### src/rtl/sc_mem_pkg.sv
// rtl/sc_mem_pkg.sv - shared constants and tag type for the scratch-memory arbiter
package sc_mem_pkg;

  localparam int NUM_REQ  = 3;
  localparam int REQ_HIST = 0;
  localparam int REQ_DIV  = 1;
  localparam int REQ_MAP  = 2;

  localparam int SC_ADDR_W = 16;
  localparam int SC_DATA_W = 128;
  localparam int SC_RD_LAT = 2;

  // Read tag travelling alongside the scratch read latency
  typedef struct packed {
    logic       valid;
    logic [1:0] owner;
  } sc_tag_t;

  // One-hot requester vector for a requester id
  function automatic logic [NUM_REQ-1:0] owner_onehot(input logic [1:0] id);
    logic [NUM_REQ-1:0] one;
    one = {{(NUM_REQ-1){1'b0}}, 1'b1};
    return one << id;
  endfunction

endpackage

### src/rtl/sc_arb_pick.sv
// rtl/sc_arb_pick.sv - combinational winner select; SC_ARB_RR_EN selects round-robin
module sc_arb_pick
  import sc_mem_pkg::*;
(
  input  logic [NUM_REQ-1:0] elig_i,
`ifdef SC_ARB_RR_EN
  input  logic [1:0]         ptr_i,
`endif
  output logic               win_valid_o,
  output logic [1:0]         win_id_o
);

`ifdef SC_ARB_RR_EN
  logic [1:0] cand;

  // Candidate id k steps above the pointer, wrapping over the requesters
  function automatic logic [1:0] rr_index(input logic [1:0] p, input int k);
    int unsigned s;
    s = int'(p) + k;
    if (s >= NUM_REQ) s = s - NUM_REQ;
    return 2'(s);
  endfunction

  // Walk from farthest to nearest so the requester closest above the pointer wins
  always_comb begin
    win_valid_o = 1'b0;
    win_id_o    = 2'd0;
    cand        = 2'd0;
    for (int k = NUM_REQ - 1; k >= 0; k--) begin
      cand = rr_index(ptr_i, k);
      if (elig_i[cand]) begin
        win_valid_o = 1'b1;
        win_id_o    = cand;
      end
    end
  end
`else
  // Fixed priority: higher id overrides, so map beats div beats hist
  always_comb begin
    win_valid_o = 1'b0;
    win_id_o    = 2'd0;
    for (int k = 0; k < NUM_REQ; k++) begin
      if (elig_i[k]) begin
        win_valid_o = 1'b1;
        win_id_o    = 2'(k);
      end
    end
  end
`endif

endmodule

### src/rtl/sc_mem_arbiter.sv
// rtl/sc_mem_arbiter.sv - scratch-memory arbiter for hist/div/map; SC_ARB_RR_EN enables round-robin
module sc_mem_arbiter
  import sc_mem_pkg::*;
#(
  parameter int ADDR_W = SC_ADDR_W,
  parameter int DATA_W = SC_DATA_W,
  parameter int RD_LAT = SC_RD_LAT
) (
  input  logic                      clk,
  input  logic                      reset_n,
  input  logic [NUM_REQ-1:0]        req,
  input  logic [NUM_REQ-1:0]        we,
  input  logic [NUM_REQ-1:0]        lock,
  input  logic [NUM_REQ*ADDR_W-1:0] addr1,
  input  logic [NUM_REQ*ADDR_W-1:0] addr2,
  input  logic [NUM_REQ*DATA_W-1:0] wdata,
  output logic [NUM_REQ-1:0]        gnt,
  output logic [NUM_REQ-1:0]        rvalid,
  output logic [DATA_W-1:0]         rdata1,
  output logic [DATA_W-1:0]         rdata2,
  output logic [ADDR_W-1:0]         sc_mem_rd_addr1,
  output logic [ADDR_W-1:0]         sc_mem_rd_addr2,
  input  logic [DATA_W-1:0]         sc_mem_rd_data1,
  input  logic [DATA_W-1:0]         sc_mem_rd_data2,
  output logic [ADDR_W-1:0]         sc_mem_wt_addr,
  output logic [DATA_W-1:0]         sc_mem_wt_data,
  output logic                      sc_mem_wt_en,
  output logic                      arb_busy
);

  logic [NUM_REQ-1:0] gnt_q, gnt_d;
  logic [NUM_REQ-1:0] rvalid_q, rvalid_d;
  logic [ADDR_W-1:0]  rd_addr1_q, rd_addr1_d;
  logic [ADDR_W-1:0]  rd_addr2_q, rd_addr2_d;
  logic [ADDR_W-1:0]  wt_addr_q, wt_addr_d;
  logic [DATA_W-1:0]  wt_data_q, wt_data_d;
  logic               wt_en_q, wt_en_d;
  logic               busy_q, busy_d;
  logic               lock_held_q, lock_held_d;
  logic [1:0]         lock_owner_q, lock_owner_d;
  sc_tag_t            tag_q [RD_LAT];
  sc_tag_t            tag_d [RD_LAT];

  logic [ADDR_W-1:0]  a1_arr [NUM_REQ];
  logic [ADDR_W-1:0]  a2_arr [NUM_REQ];
  logic [DATA_W-1:0]  wd_arr [NUM_REQ];
  logic [NUM_REQ-1:0] elig;
  logic               win_valid;
  logic [1:0]         win_id;

`ifdef SC_ARB_RR_EN
  logic [1:0] ptr_q, ptr_d;
`endif

  // Split the packed per-requester buses into indexable arrays
  always_comb begin
    for (int i = 0; i < NUM_REQ; i++) begin
      a1_arr[i] = addr1[i*ADDR_W +: ADDR_W];
      a2_arr[i] = addr2[i*ADDR_W +: ADDR_W];
      wd_arr[i] = wdata[i*DATA_W +: DATA_W];
    end
  end

  // Eligibility: last cycle's grantee is masked (its req is still up while it sees gnt); a lock admits only its owner
  always_comb begin
    elig = req & ~gnt_q;
    if (lock_held_q) elig = elig & owner_onehot(lock_owner_q);
  end

  sc_arb_pick u_pick (
    .elig_i      (elig),
`ifdef SC_ARB_RR_EN
    .ptr_i       (ptr_q),
`endif
    .win_valid_o (win_valid),
    .win_id_o    (win_id)
  );

  // Next state: issue the winner's access, update lock, shift the read-tag pipe
  always_comb begin
    gnt_d        = '0;
    wt_en_d      = 1'b0;
    wt_addr_d    = wt_addr_q;
    wt_data_d    = wt_data_q;
    rd_addr1_d   = rd_addr1_q;
    rd_addr2_d   = rd_addr2_q;
    lock_held_d  = lock_held_q;
    lock_owner_d = lock_owner_q;
    tag_d[0]     = '0;
    for (int k = 1; k < RD_LAT; k++) tag_d[k] = tag_q[k-1];

    if (win_valid) begin
      gnt_d        = owner_onehot(win_id);
      // Only the owner can win while locked, so its lock bit alone decides hold/release
      lock_held_d  = lock[win_id];
      lock_owner_d = win_id;
      if (we[win_id]) begin
        wt_en_d   = 1'b1;
        wt_addr_d = a1_arr[win_id];
        wt_data_d = wd_arr[win_id];
      end else begin
        rd_addr1_d     = a1_arr[win_id];
        rd_addr2_d     = a2_arr[win_id];
        tag_d[0].valid = 1'b1;
        tag_d[0].owner = win_id;
      end
    end

    rvalid_d = '0;
    if (tag_q[RD_LAT-1].valid) rvalid_d = owner_onehot(tag_q[RD_LAT-1].owner);

    busy_d = lock_held_d;
    for (int k = 0; k < RD_LAT; k++) busy_d = busy_d | tag_d[k].valid;
  end

`ifdef SC_ARB_RR_EN
  // Pointer moves to one past the last winner
  always_comb begin
    ptr_d = ptr_q;
    if (win_valid) ptr_d = (win_id == 2'(NUM_REQ - 1)) ? 2'd0 : win_id + 2'd1;
  end

  // Round-robin pointer register
  always_ff @(posedge clk or negedge reset_n) begin
    if (!reset_n) ptr_q <= 2'd0;
    else          ptr_q <= ptr_d;
  end
`endif

  // Output, lock and tag-pipe registers; reset drops any in-flight read
  always_ff @(posedge clk or negedge reset_n) begin
    if (!reset_n) begin
      gnt_q        <= '0;
      rvalid_q     <= '0;
      rd_addr1_q   <= '0;
      rd_addr2_q   <= '0;
      wt_addr_q    <= '0;
      wt_data_q    <= '0;
      wt_en_q      <= 1'b0;
      busy_q       <= 1'b0;
      lock_held_q  <= 1'b0;
      lock_owner_q <= 2'd0;
      for (int k = 0; k < RD_LAT; k++) tag_q[k] <= '0;
    end else begin
      gnt_q        <= gnt_d;
      rvalid_q     <= rvalid_d;
      rd_addr1_q   <= rd_addr1_d;
      rd_addr2_q   <= rd_addr2_d;
      wt_addr_q    <= wt_addr_d;
      wt_data_q    <= wt_data_d;
      wt_en_q      <= wt_en_d;
      busy_q       <= busy_d;
      lock_held_q  <= lock_held_d;
      lock_owner_q <= lock_owner_d;
      for (int k = 0; k < RD_LAT; k++) tag_q[k] <= tag_d[k];
    end
  end

  assign gnt             = gnt_q;
  assign rvalid          = rvalid_q;
  assign rdata1          = sc_mem_rd_data1;
  assign rdata2          = sc_mem_rd_data2;
  assign sc_mem_rd_addr1 = rd_addr1_q;
  assign sc_mem_rd_addr2 = rd_addr2_q;
  assign sc_mem_wt_addr  = wt_addr_q;
  assign sc_mem_wt_data  = wt_data_q;
  assign sc_mem_wt_en    = wt_en_q;
  assign arb_busy        = busy_q;

endmodule
### config.mk
export PLATFORM = sky130hd
export DESIGN_NAME = sc_mem_arbiter
export DESIGN_NICKNAME = d
export VERILOG_FILES = /design/src/rtl/sc_mem_pkg.sv /design/src/rtl/sc_arb_pick.sv /design/src/rtl/sc_mem_arbiter.sv
export SDC_FILE = /design/constraint.sdc
export NUM_CORES = 1
export LEC_CHECK = 0
export ABC_AREA = 0
export BUFFER_PORTS_ARGS = -buffer_cell sky130_fd_sc_hd__buf_4
export CAP_MARGIN = 20
export CORE_AREA = 8 8 459 461
export CTS_BUF_LIST = sky130_fd_sc_hd__clkbuf_4 sky130_fd_sc_hd__clkbuf_8
export DETAILED_ROUTE_END_ITERATION = 8
export DIE_AREA = 0 0 467 469
export GPL_TIMING_DRIVEN = 0
export PLACE_DENSITY = 0.3
export SYNTH_ARGS = -nofsm -noshare
export SYNTH_HDL_FRONTEND = slang
export SYNTH_SLANG_ARGS = --single-unit
### constraint.sdc
create_clock -name clk -period 1.8 [get_ports clk]
set_input_delay 0.18 -clock clk [delete_from_list [all_inputs] [get_ports clk]]
set_output_delay 0.18 -clock clk [all_outputs]
set_load 0.02 [all_outputs]
==> results of run 1 <==
area by class of cell:
type,instances,area (um^2),area share
clock buffer,17,234,0.00775
buffer,342,2950,0.0977
multi-input combinational,850,5820,0.193
clock inverter,15,185,0.00613
sequential,193,4830,0.160
antenna,21,52.6,0.00174
timing repair buffer,1459,12700,0.422
inverter,3,16.3,0.000539
tap,2688,3360,0.111
flip-flops by register name, summed over array words and instances (netlist names), 2 cells and up:
register         count
gnt                  3
lock_owner_q         2
rvalid               3
sc_mem_rd_addr1     16
sc_mem_rd_addr2     16
sc_mem_wt_addr      16
sc_mem_wt_data     128
tag_d                3
tag_q                3
repair_timing:
| action | in CTS | in global routing |
|---|---|---|
| endpoints found under the setup margin | 186 | 181 |
| setup buffers | 45 | 13 |
| hold buffers | 441 | 16 |
| cloned | 9 | 7 |
| resized for setup | 273 | 140 |
| pin swaps | 6 | 18 |
| hold endpoints to repair | 363 | 17 |
tightest hold or removal path, cell delays in order:
cell and delay [ns]:
buf_4 0.08, a21oi_2 0.05, a21oi_2 0.21, mux2_4 0.18
logic make-up after synthesis:
logic type	synth area share
buffers and inverters	0.191
DFF	0.391
AOI/OAI and AO/OA	0.136
and+or+nand+nor	0.107
muxes	0.175
synth_stat cells (all sizes together):
library cell  count  area share
nand4             1     0.00051
nor3              3      0.0012
nor2            165       0.050
o21a              1     0.00061
o21ai             5      0.0026
nor2b             5      0.0025
a21oi           325        0.13
mux2            176        0.18
nand3             1     0.00040
dfrtp           193        0.39
inv               3     0.00091
nor3b             1     0.00061
and3b             1     0.00071
nand2           164       0.050
or3b              1     0.00071
o221ai            1     0.00071
buf             304        0.18
clkbuf           43       0.013
routing by layer:
metal | vias up | share of wire | GRT usage
li1 | 7373 | - | -
met1 | 8111 | 0.37 | 0.127
met2 | 883 | 0.53 | 0.223
met3 | 149 | 0.067 | 0.0332
met4 | 12 | 0.024 | 0.0352
met5 | - | 0.00059 | 0
stage by stage:
stage | instance area (um^2) | hold slack [ns] | cells
floorplan | 12400 | -0.116 | 1393
global placement | 22700 | 0.337 | 5011
detailed placement | 22900 | 0.0517 | 5016
CTS | 29300 | 0.000615 | 5540
global route | 30200 | 0.0218 | 5581
finish | 30200 | 0.0620 | 5588
worst max path at each step:
stage | from | end | slack (ns) | cells after the start
after floorplan | lock_owner_q[1]$_DFFE_PN0P_ | sc_mem_rd_addr2[15]$_DFFE_PN0P_ | -0.03 | 7
after global placement | gnt[1]$_DFF_PN0_ | sc_mem_rd_addr2[7]$_DFFE_PN0P_ | -1.85 | 8
after detailed placement | gnt[1]$_DFF_PN0_ | sc_mem_rd_addr2[7]$_DFFE_PN0P_ | -1.83 | 8
after CTS | lock_owner_q[0]$_DFFE_PN0P_ | sc_mem_wt_addr[3]$_DFFE_PN0P_ | -0.46 | 10
after global routing | lock_owner_q[1]$_DFFE_PN0P_ | sc_mem_wt_addr[2]$_DFFE_PN0P_ | -0.57 | 11
final | lock_owner_q[1]$_DFFE_PN0P_ | sc_mem_wt_data[116]$_DFFE_PN0P_ | -0.48 | 11
power breakdown:
part / total (uW) / switching (uW) / internal, uW
clock network: 3470 / 2400 / 1080
registers: 8060 / 1430 / 6630
logic: 31300 / 16500 / 14800
total: 42800 / 20300 / 22500
==> results.py, run 1 <==
metrics = {
    "floorplan": {
        "io_pins": 1187,
        "die-area_um2": 219000,
        "initial_core_util": 0.0607,
        "core_um2": 203000,
        "fp.dieW_um": 467,
        "die_h_um": 469,
        "row_count": 166,
    },
    "layout": {
        "finalNetCount": 3613,
        "fillers": 23100,
        "drive_above_1_share": 0.574,
        "final_common_cell": "buf_4",
        "post-route-util": 0.148,
        "final_cell_mix": "buf_4 (1210), dlygate4sd3_1 (456), a21oi_1 (238)",
        "areaGrowthSynthToFinish_pct": 144,
    },
    "timing": {
        "worst_slack_ns": -0.480,
        "maxSlewHeadroom": 0.529,
        "fmax_mhz": 439,
        "finalHoldViolCount": 0,
        "finalSetupTns_ns": -67.60,
        "finalCritPeriodShare": 1.27,
        "rsz0062_at_grt": "true",
        "slew_violations": 0,
        "fin_worst_skew_ns": 0.0251,
        "tightest_slew_ns": 0.706,
        "finalSetupViolCount": 181,
        "finalCriticalPeriod_ns": 2.28,
    },
    "place": {
        "port_buffers": 930,
        "dp_hpwl_mm": 117,
        "pre_cts_ws_ns": -1.83,
        "gp_congestion": 0.884,
    },
    "grt": {
        "antenna_found_initial": 76,
        "grt_overflow": 0,
        "grt_pass1_wl_mm": 173,
        "grt_max_degree": 91,
        "grt_pass1_vias": 17800,
        "grt_use_total": 0.118,
    },
    "clocking": {
        "clkSinkCount": 193,
        "htree_levels": 4,
        "cts_tree": "yes",
        "clock_path_buffers": 2,
        "clockRootBuffer": "clkbuf_8",
        "clk_pin_slew_ns": 0.15,
        "cts_buffers": 17,
        "clock_latency_ns": 0.67,
    },
    "synthesis": {
        "synth_cell_type_count": 26,
        "syn_nets": 2140,
        "postSynthAreaPerCell_um2": 8.87,
        "synth-seq-cells": 193,
        "ys_seq_area_frac": 0.391,
        "syn_inst": 1393,
        "synth.cell_area_um2": 12400,
        "synth_warnings": 0,
    },
    "setup_path": {
        "r2r_start": "lock_owner_q[1]$_DFFE_PN0P_",
        "cp.required_ns": 2.37,
        "arrival_ns": 2.85,
        "slowest_stage": "dfrtp_1",
        "worst-path-max-fanout": 10,
        "r2r_end": "sc_mem_wt_data[116]$_DFFE_PN0P_",
        "max_stage_delay_ns": 0.42,
        "cp-end-kind": "register",
        "crit_chain": "buf_6, nor2b_4, o21a_4, a21oi_2, a21oi_2, buf_12, buf_16, buf_12, buf_12, buf_12, mux2_4",
        "reg2reg_slack_ns": -0.48,
        "critPathTopFamily": "buffers and inverters",
        "crit_type": "register to register",
        "cp_common_cell": "buf_12",
        "crit_buf_inv": 6,
        "critPathLaunchType": "register",
        "worstRegToRegCells": 11,
    },
    "routing": {
        "wl_per_cell_um": 24.9,
        "antenna_left": 0,
        "finalWirelength_mm": 139,
        "first_pass_iters": 5,
        "via_count": 16500,
        "drtIter0Drc": 676,
        "vias_per_cell": 2.96,
        "drc_errors": 0,
    },
    "min_path": {
        "worstHoldStart": "addr1[17]",
        "whs_endpoint": "sc_mem_rd_addr1[1]$_DFFE_PN0P_",
        "min_path_cells": 4,
        "holdCritPathClass": "primary input to register",
    },
    "outcome": {
        "outcome": "finished, violations left",
        "violations": "negative setup slack",
    },
    "pwr": {
        "leakagePower_uw": 0.0137,
        "ir_drop_mv": 0.624,
        "p_total_uw": 42800,
        "power.density_nw_per_um2": 1420,
    },
    "job": {
        "maxCapViolCount": 0,
    },
}
(Power assumes the default switching activity.)
==> run 2: changes to the inputs <==
--- a/config.mk
+++ b/config.mk
@@ -6,7 +6,7 @@
 export NUM_CORES = 1
 export LEC_CHECK = 0
 export ABC_AREA = 0
-export BUFFER_PORTS_ARGS = -buffer_cell sky130_fd_sc_hd__buf_4
+export BUFFER_PORTS_ARGS = -buffer_cell sky130_fd_sc_hd__buf_2
 export CAP_MARGIN = 20
 export CORE_AREA = 8 8 459 461
 export CTS_BUF_LIST = sky130_fd_sc_hd__clkbuf_4 sky130_fd_sc_hd__clkbuf_8
==> results.py, run 2 (same netlist as run 1, synthesis figures left out) <==
metrics = {
    "layout": {
        "fillers": 23300,
        "largest_reg_flops": 128,
        "finalNetCount": 3610,
        "drive_above_1_share": 0.596,
        "areaGrowthSynthToFinish_pct": 129,
        "final_common_cell": "buf_2",
        "final_cell_mix": "buf_2 (937), dlygate4sd3_1 (450), buf_4 (285)",
        "final_cells": 5597,
        "fin_area_um2": 28300,
    },
    "setup_path": {
        "crit_buf_inv": 6,
        "cp-end-kind": "register",
        "worst-path-max-fanout": 10,
        "reg2reg_slack_ns": -0.50,
        "worstRegToRegCells": 11,
        "slowest_stage": "dfrtp_1",
        "arrival_ns": 2.85,
        "worst-path-stages": 11,
        "critPathTopFamily": "buffers and inverters",
        "r2r_end": "sc_mem_wt_data[116]$_DFFE_PN0P_",
        "crit_chain": "nor2b_4, o21ai_4, buf_6, inv_6, a21oi_4, a21oi_2, buf_6, buf_16, buf_16, buf_12, mux2_4",
        "crit_type": "register to register",
        "r2r_start": "lock_owner_q[1]$_DFFE_PN0P_",
        "max_stage_delay_ns": 0.46,
        "critPathLaunchType": "register",
        "crit_end": "sc_mem_wt_data[116]$_DFFE_PN0P_",
        "cp.required_ns": 2.35,
        "crit_path_start": "lock_owner_q[1]$_DFFE_PN0P_",
    },
    "routing": {
        "drtIter0Drc": 832,
        "wl_per_cell_um": 25.0,
        "first_pass_iters": 5,
        "drc_errors": 0,
        "vias_per_cell": 2.98,
        "via_count": 16700,
        "finalWirelength_mm": 140,
        "antenna_left": 0,
    },
    "grt": {
        "met3_usage": 0.0314,
        "grt.busiest_layer": "met2",
        "grt_use_total": 0.118,
        "grt_pass1_vias": 17800,
        "grt_max_degree": 90,
        "grt_overflow": 0,
        "grt_util_met1": 0.130,
        "use_met2": 0.220,
        "antenna_found_initial": 96,
        "grt_pass1_wl_mm": 173,
    },
    "floorplan": {
        "initial_core_util": 0.0607,
        "core_um2": 203000,
        "io_pins": 1187,
        "fp.dieW_um": 467,
        "die_h_um": 469,
        "row_count": 166,
        "die-area_um2": 219000,
    },
    "place": {
        "dp.cells": 5017,
        "dp_hpwl_mm": 116,
        "placed_area_um2": 20500,
        "port_buffers": 930,
        "gp_congestion": 0.886,
    },
    "pwr": {
        "p_total_uw": 41700,
        "leakagePower_uw": 0.0129,
        "power.density_nw_per_um2": 1470,
        "ir_drop_mv": 0.731,
    },
    "outcome": {
        "violations": "negative setup slack",
        "outcome": "finished, violations left",
    },
    "clocking": {
        "clockRootBuffer": "clkbuf_8",
        "clock_latency_ns": 0.65,
        "cts_tree": "yes",
        "clock_path_buffers": 2,
        "clkSinkCount": 193,
        "cts_buffers": 17,
        "clk_pin_slew_ns": 0.13,
        "htree_levels": 4,
    },
    "timing": {
        "finalHoldViolCount": 0,
        "finalCriticalPeriod_ns": 2.30,
        "tightest_slew_ns": 0.694,
        "finalSetupViolCount": 181,
        "rsz0062_at_grt": "true",
        "slew_violations": 0,
        "worst_slack_ns": -0.499,
        "finalCritPeriodShare": 1.28,
        "finalSetupTns_ns": -70.34,
        "maxSlewHeadroom": 0.538,
        "fin_worst_skew_ns": 0.0295,
        "fmax_mhz": 435,
    },
    "job": {
        "maxCapViolCount": 0,
    },
    "min_path": {
        "holdCritPathClass": "primary input to register",
    },
}
-- run 2: changes by cell type in the layout (fill, tap and decap cells not counted), sizes merged --
cell and delta:
diode +12, clkbuf -1, clkinv -3, clkinvlp +2, inv -2, buf +7
dlygate4sd3 -6
-- run 2: power breakdown --
group	internal, uW	switching (uW)	leakage (uW)
sequential	6620	1320	0.00226
clock	1080	2200	0.000186
combinational	13500	17000	0.0105
total	21200	20500	0.0129
-- run 2: how the worst min path moves through the flow --
stage	endpoint	cells after the start	startpoint	slack, ns
floorplan	arb_busy$_DFF_PN0_	0	reset_n	-0.12
global placement	tag_q[1]$_DFF_PN0_	0	tag_d[1]$_DFF_PN0_	0.34
detailed placement	sc_mem_wt_data[14]$_DFFE_PN0P_	1	reset_n	0.06
CTS	sc_mem_wt_data[50]$_DFFE_PN0P_	4	wdata[50]	0.0008
global route	sc_mem_wt_data[26]$_DFFE_PN0P_	4	wdata[154]	0.03
finish	sc_mem_wt_addr[15]$_DFFE_PN0P_	4	addr1[31]	0.06
-- run 2: routing by layer --
layer,wire (um),share of wire,vias up
met1,52200,0.37,8128
met2,73700,0.53,958
met4,4360,0.031,14
met5,95,0.00068,-
li1,-,-,7404
met3,9410,0.067,183
-- run 2: per-stage QoR --
stage	worst slack, ns	utilization	hold slack, ns
3_5_place_dp	-2.10	0.101	0.0591
5_1_grt	-0.575	0.139	0.0309
3_3_place_gp	-4.31	0.100	0.339
2_1_floorplan	-0.0264	-	-0.116
4_1_cts	-0.480	0.134	0.000824
6_report	-0.499	0.139	0.0637
-- run 2: area by class of cell --
cell class / instances / area, um^2 / share of cell area
well taps: 2688 / 3360 / 0.119
clock buffers: 20 / 263 / 0.00928
flip-flops and latches: 193 / 4830 / 0.171
diodes: 33 / 82.6 / 0.00292
plain buffers: 338 / 2970 / 0.105
repair buffers: 1460 / 10500 / 0.370
clock inverters: 12 / 116 / 0.00411
inverters: 3 / 16.3 / 0.000574
multi-input cells: 850 / 6180 / 0.218
-- run 2: what timing repair did --
action                                 CTS  global route
gates resized for setup                326           184
endpoints found under the hold margin  369             1
cloned                                  12             9
pin swaps                               21            51
setup endpoints to repair              186           185
hold buffers                           450             1
buffers inserted                        39            19
-- run 2: tightest hold or removal path: stages --
cell and delay, ns:
buf_2 0.08, a21oi_2 0.05, a21oi_2 0.19, mux2_2 0.17
==> run 3: changes to the inputs <==
--- a/config.mk
+++ b/config.mk
@@ -9,7 +9,7 @@
 export BUFFER_PORTS_ARGS = -buffer_cell sky130_fd_sc_hd__buf_2
 export CAP_MARGIN = 20
 export CORE_AREA = 8 8 459 461
-export CTS_BUF_LIST = sky130_fd_sc_hd__clkbuf_4 sky130_fd_sc_hd__clkbuf_8
+export CTS_BUF_LIST = sky130_fd_sc_hd__clkbuf_8 sky130_fd_sc_hd__clkbuf_16
 export DETAILED_ROUTE_END_ITERATION = 8
 export DIE_AREA = 0 0 467 469
 export GPL_TIMING_DRIVEN = 0
==> results.py, run 3 (same netlist as run 1, synthesis figures left out) <==
metrics = {
    "place": {
        "port_buffers": 930,
        "dp_hpwl_mm": 116,
        "pre_cts_ws_ns": -2.10,
        "placed_area_um2": 20500,
        "dp.cells": 5017,
        "gp_congestion": 0.886,
    },
    "timing": {
        "fin_worst_skew_ns": 0.0208,
        "finalSetupViolCount": 179,
        "finalCriticalPeriod_ns": 2.18,
        "finalCritPeriodShare": 1.21,
        "maxSlewHeadroom": 0.545,
        "worst_slack_ns": -0.380,
        "slew_violations": 0,
        "rsz0062_at_grt": "true",
        "fmax_mhz": 459,
        "finalHoldViolCount": 0,
        "tightest_slew_ns": 0.683,
        "hold_slack_ns": 0.0547,
    },
    "setup_path": {
        "crit_buf_inv": 7,
        "slowest_stage": "dfrtp_1",
        "cp_common_cell": "buf_6",
        "cp.required_ns": 2.26,
        "max_stage_delay_ns": 0.40,
        "r2r_start": "lock_owner_q[1]$_DFFE_PN0P_",
        "crit_chain": "nor2b_1, o21ai_2, buf_6, inv_6, a21oi_4, a21oi_2, buf_6, buf_6, buf_12, buf_6, buf_16, mux2_2",
        "worst-path-max-fanout": 5,
        "worst-path-stages": 12,
        "critPathTopFamily": "buffers and inverters",
        "arrival_ns": 2.64,
        "worstRegToRegCells": 12,
        "r2r_end": "sc_mem_wt_data[84]$_DFFE_PN0P_",
        "cp-end-kind": "register",
        "crit_end": "sc_mem_wt_data[84]$_DFFE_PN0P_",
        "reg2reg_slack_ns": -0.38,
        "crit_type": "register to register",
        "critPathLaunchType": "register",
        "crit_path_start": "lock_owner_q[1]$_DFFE_PN0P_",
    },
    "grt": {
        "grt_pass1_wl_mm": 163,
        "grt_max_degree": 90,
        "grt_pass1_vias": 15800,
        "grt_overflow": 0,
        "grt_use_total": 0.113,
        "antenna_found_initial": 92,
    },
    "routing": {
        "drc_errors": 0,
        "vias_per_cell": 2.88,
        "first_pass_iters": 5,
        "drtIter0Drc": 701,
        "antenna_left": 0,
        "wl_per_cell_um": 25.4,
        "finalWirelength_mm": 134,
        "via_count": 15200,
    },
    "pwr": {
        "power.density_nw_per_um2": 1630,
        "ir_drop_mv": 0.539,
        "leakagePower_uw": 0.0114,
        "p_total_uw": 39800,
    },
    "min_path": {
        "min_path_cells": 4,
        "holdCritPathClass": "primary input to register",
    },
    "outcome": {
        "outcome": "finished, violations left",
        "violations": "negative setup slack",
    },
    "layout": {
        "final_common_cell": "buf_2",
        "final_cell_mix": "buf_2 (937), buf_4 (286), a21oi_1 (263)",
        "areaGrowthSynthToFinish_pct": 97.4,
        "fillers": 23600,
        "drive_above_1_share": 0.643,
        "fin_area_um2": 24400,
        "finalNetCount": 3262,
        "final_cells": 5259,
        "largest_reg_flops": 128,
    },
    "clocking": {
        "cts_tree": "yes",
        "clock_path_buffers": 2,
        "clockRootBuffer": "clkbuf_16",
        "clock_latency_ns": 0.55,
        "clk_pin_slew_ns": 0.10,
        "htree_levels": 4,
        "clkSinkCount": 193,
        "cts_buffers": 17,
    },
    "floorplan": {
        "die_h_um": 469,
        "core_um2": 203000,
        "fp.dieW_um": 467,
        "io_pins": 1187,
        "die-area_um2": 219000,
        "row_count": 166,
        "initial_core_util": 0.0607,
    },
    "job": {
        "maxCapViolCount": 0,
    },
}
[run 3: cell types whose count changed in the layout (fill, tap and decap cells not counted), sizes merged]
| cell | change |
|---|---|
| clkbuf | -7 |
| inv | +2 |
| dlygate4sd3 | -327 |
| buf | -16 |
| diode | +10 |
[run 3: per-stage QoR]
stage           util  TNS [ns]
2_1_floorplan      -     -1.46
3_3_place_gp   0.100   -980.56
3_5_place_dp   0.101   -244.41
4_1_cts        0.118    -51.91
5_1_grt        0.120    -62.26
6_report       0.120    -49.94
[run 3: worst min-delay path by stage]
stage | start | to | slack (ns)
2_1_floorplan | reset_n | arb_busy$_DFF_PN0_ | -0.12
3_3_place_gp | tag_d[1]$_DFF_PN0_ | tag_q[1]$_DFF_PN0_ | 0.34
3_5_place_dp | reset_n | sc_mem_wt_data[14]$_DFFE_PN0P_ | 0.06
4_1_cts | reset_n | sc_mem_wt_data[14]$_DFFE_PN0P_ | 0.002
5_1_grt | reset_n | sc_mem_wt_data[14]$_DFFE_PN0P_ | 0.04
6_report | wdata[14] | sc_mem_wt_data[14]$_DFFE_PN0P_ | 0.05
[run 3: area by class of cell]
class | count | area (um^2) | area share
clock inverters | 14 | 124 | 0.00508
well taps | 2688 | 3360 | 0.138
clock buffers | 18 | 439 | 0.0180
multi-input cells | 850 | 5810 | 0.238
inverters | 3 | 16.3 | 0.000667
repair buffers | 1108 | 6720 | 0.276
flip-flops and latches | 193 | 4830 | 0.198
diodes | 43 | 108 | 0.00441
plain buffers | 342 | 2970 | 0.122
[run 3: timing repair]
action                                  in CTS  in global routing
endpoints found under the setup margin     186                184
resized for setup                          307                 87
hold buffers                               123                  0
cloned                                       5                  5
buffers inserted                            35                  5
pin swaps                                    9                  5
hold endpoints to repair                   279                  0
[run 3: routing by layer]
layer	GRT usage	up-vias	routed length, um
li1	-	6704	-
met1	0.123	7386	49000
met2	0.208	893	70200
met3	0.0364	159	10600
met4	0.0384	12	3760
met5	0	-	78
[run 3: worst register-to-register path, stage by stage (launching register included)]
cell     delay [ns]
dfrtp_1        0.40
nor2b_1        0.17
o21ai_2        0.07
buf_6          0.14
inv_6          0.07
a21oi_4        0.03
a21oi_2        0.15
buf_6          0.20
buf_6          0.13
buf_12         0.14
buf_6          0.14
buf_16         0.12
mux2_2         0.33
[run 3: power by group]
group | switching (uW) | total, uW | leakage [uW] | internal (uW)
Combinational | 15800 | 27600 | 0.00883 | 11900
Clock | 2340 | 4190 | 0.000275 | 1850
Sequential | 1310 | 7940 | 0.00226 | 6630
Total | 19400 | 39800 | 0.0114 | 20300
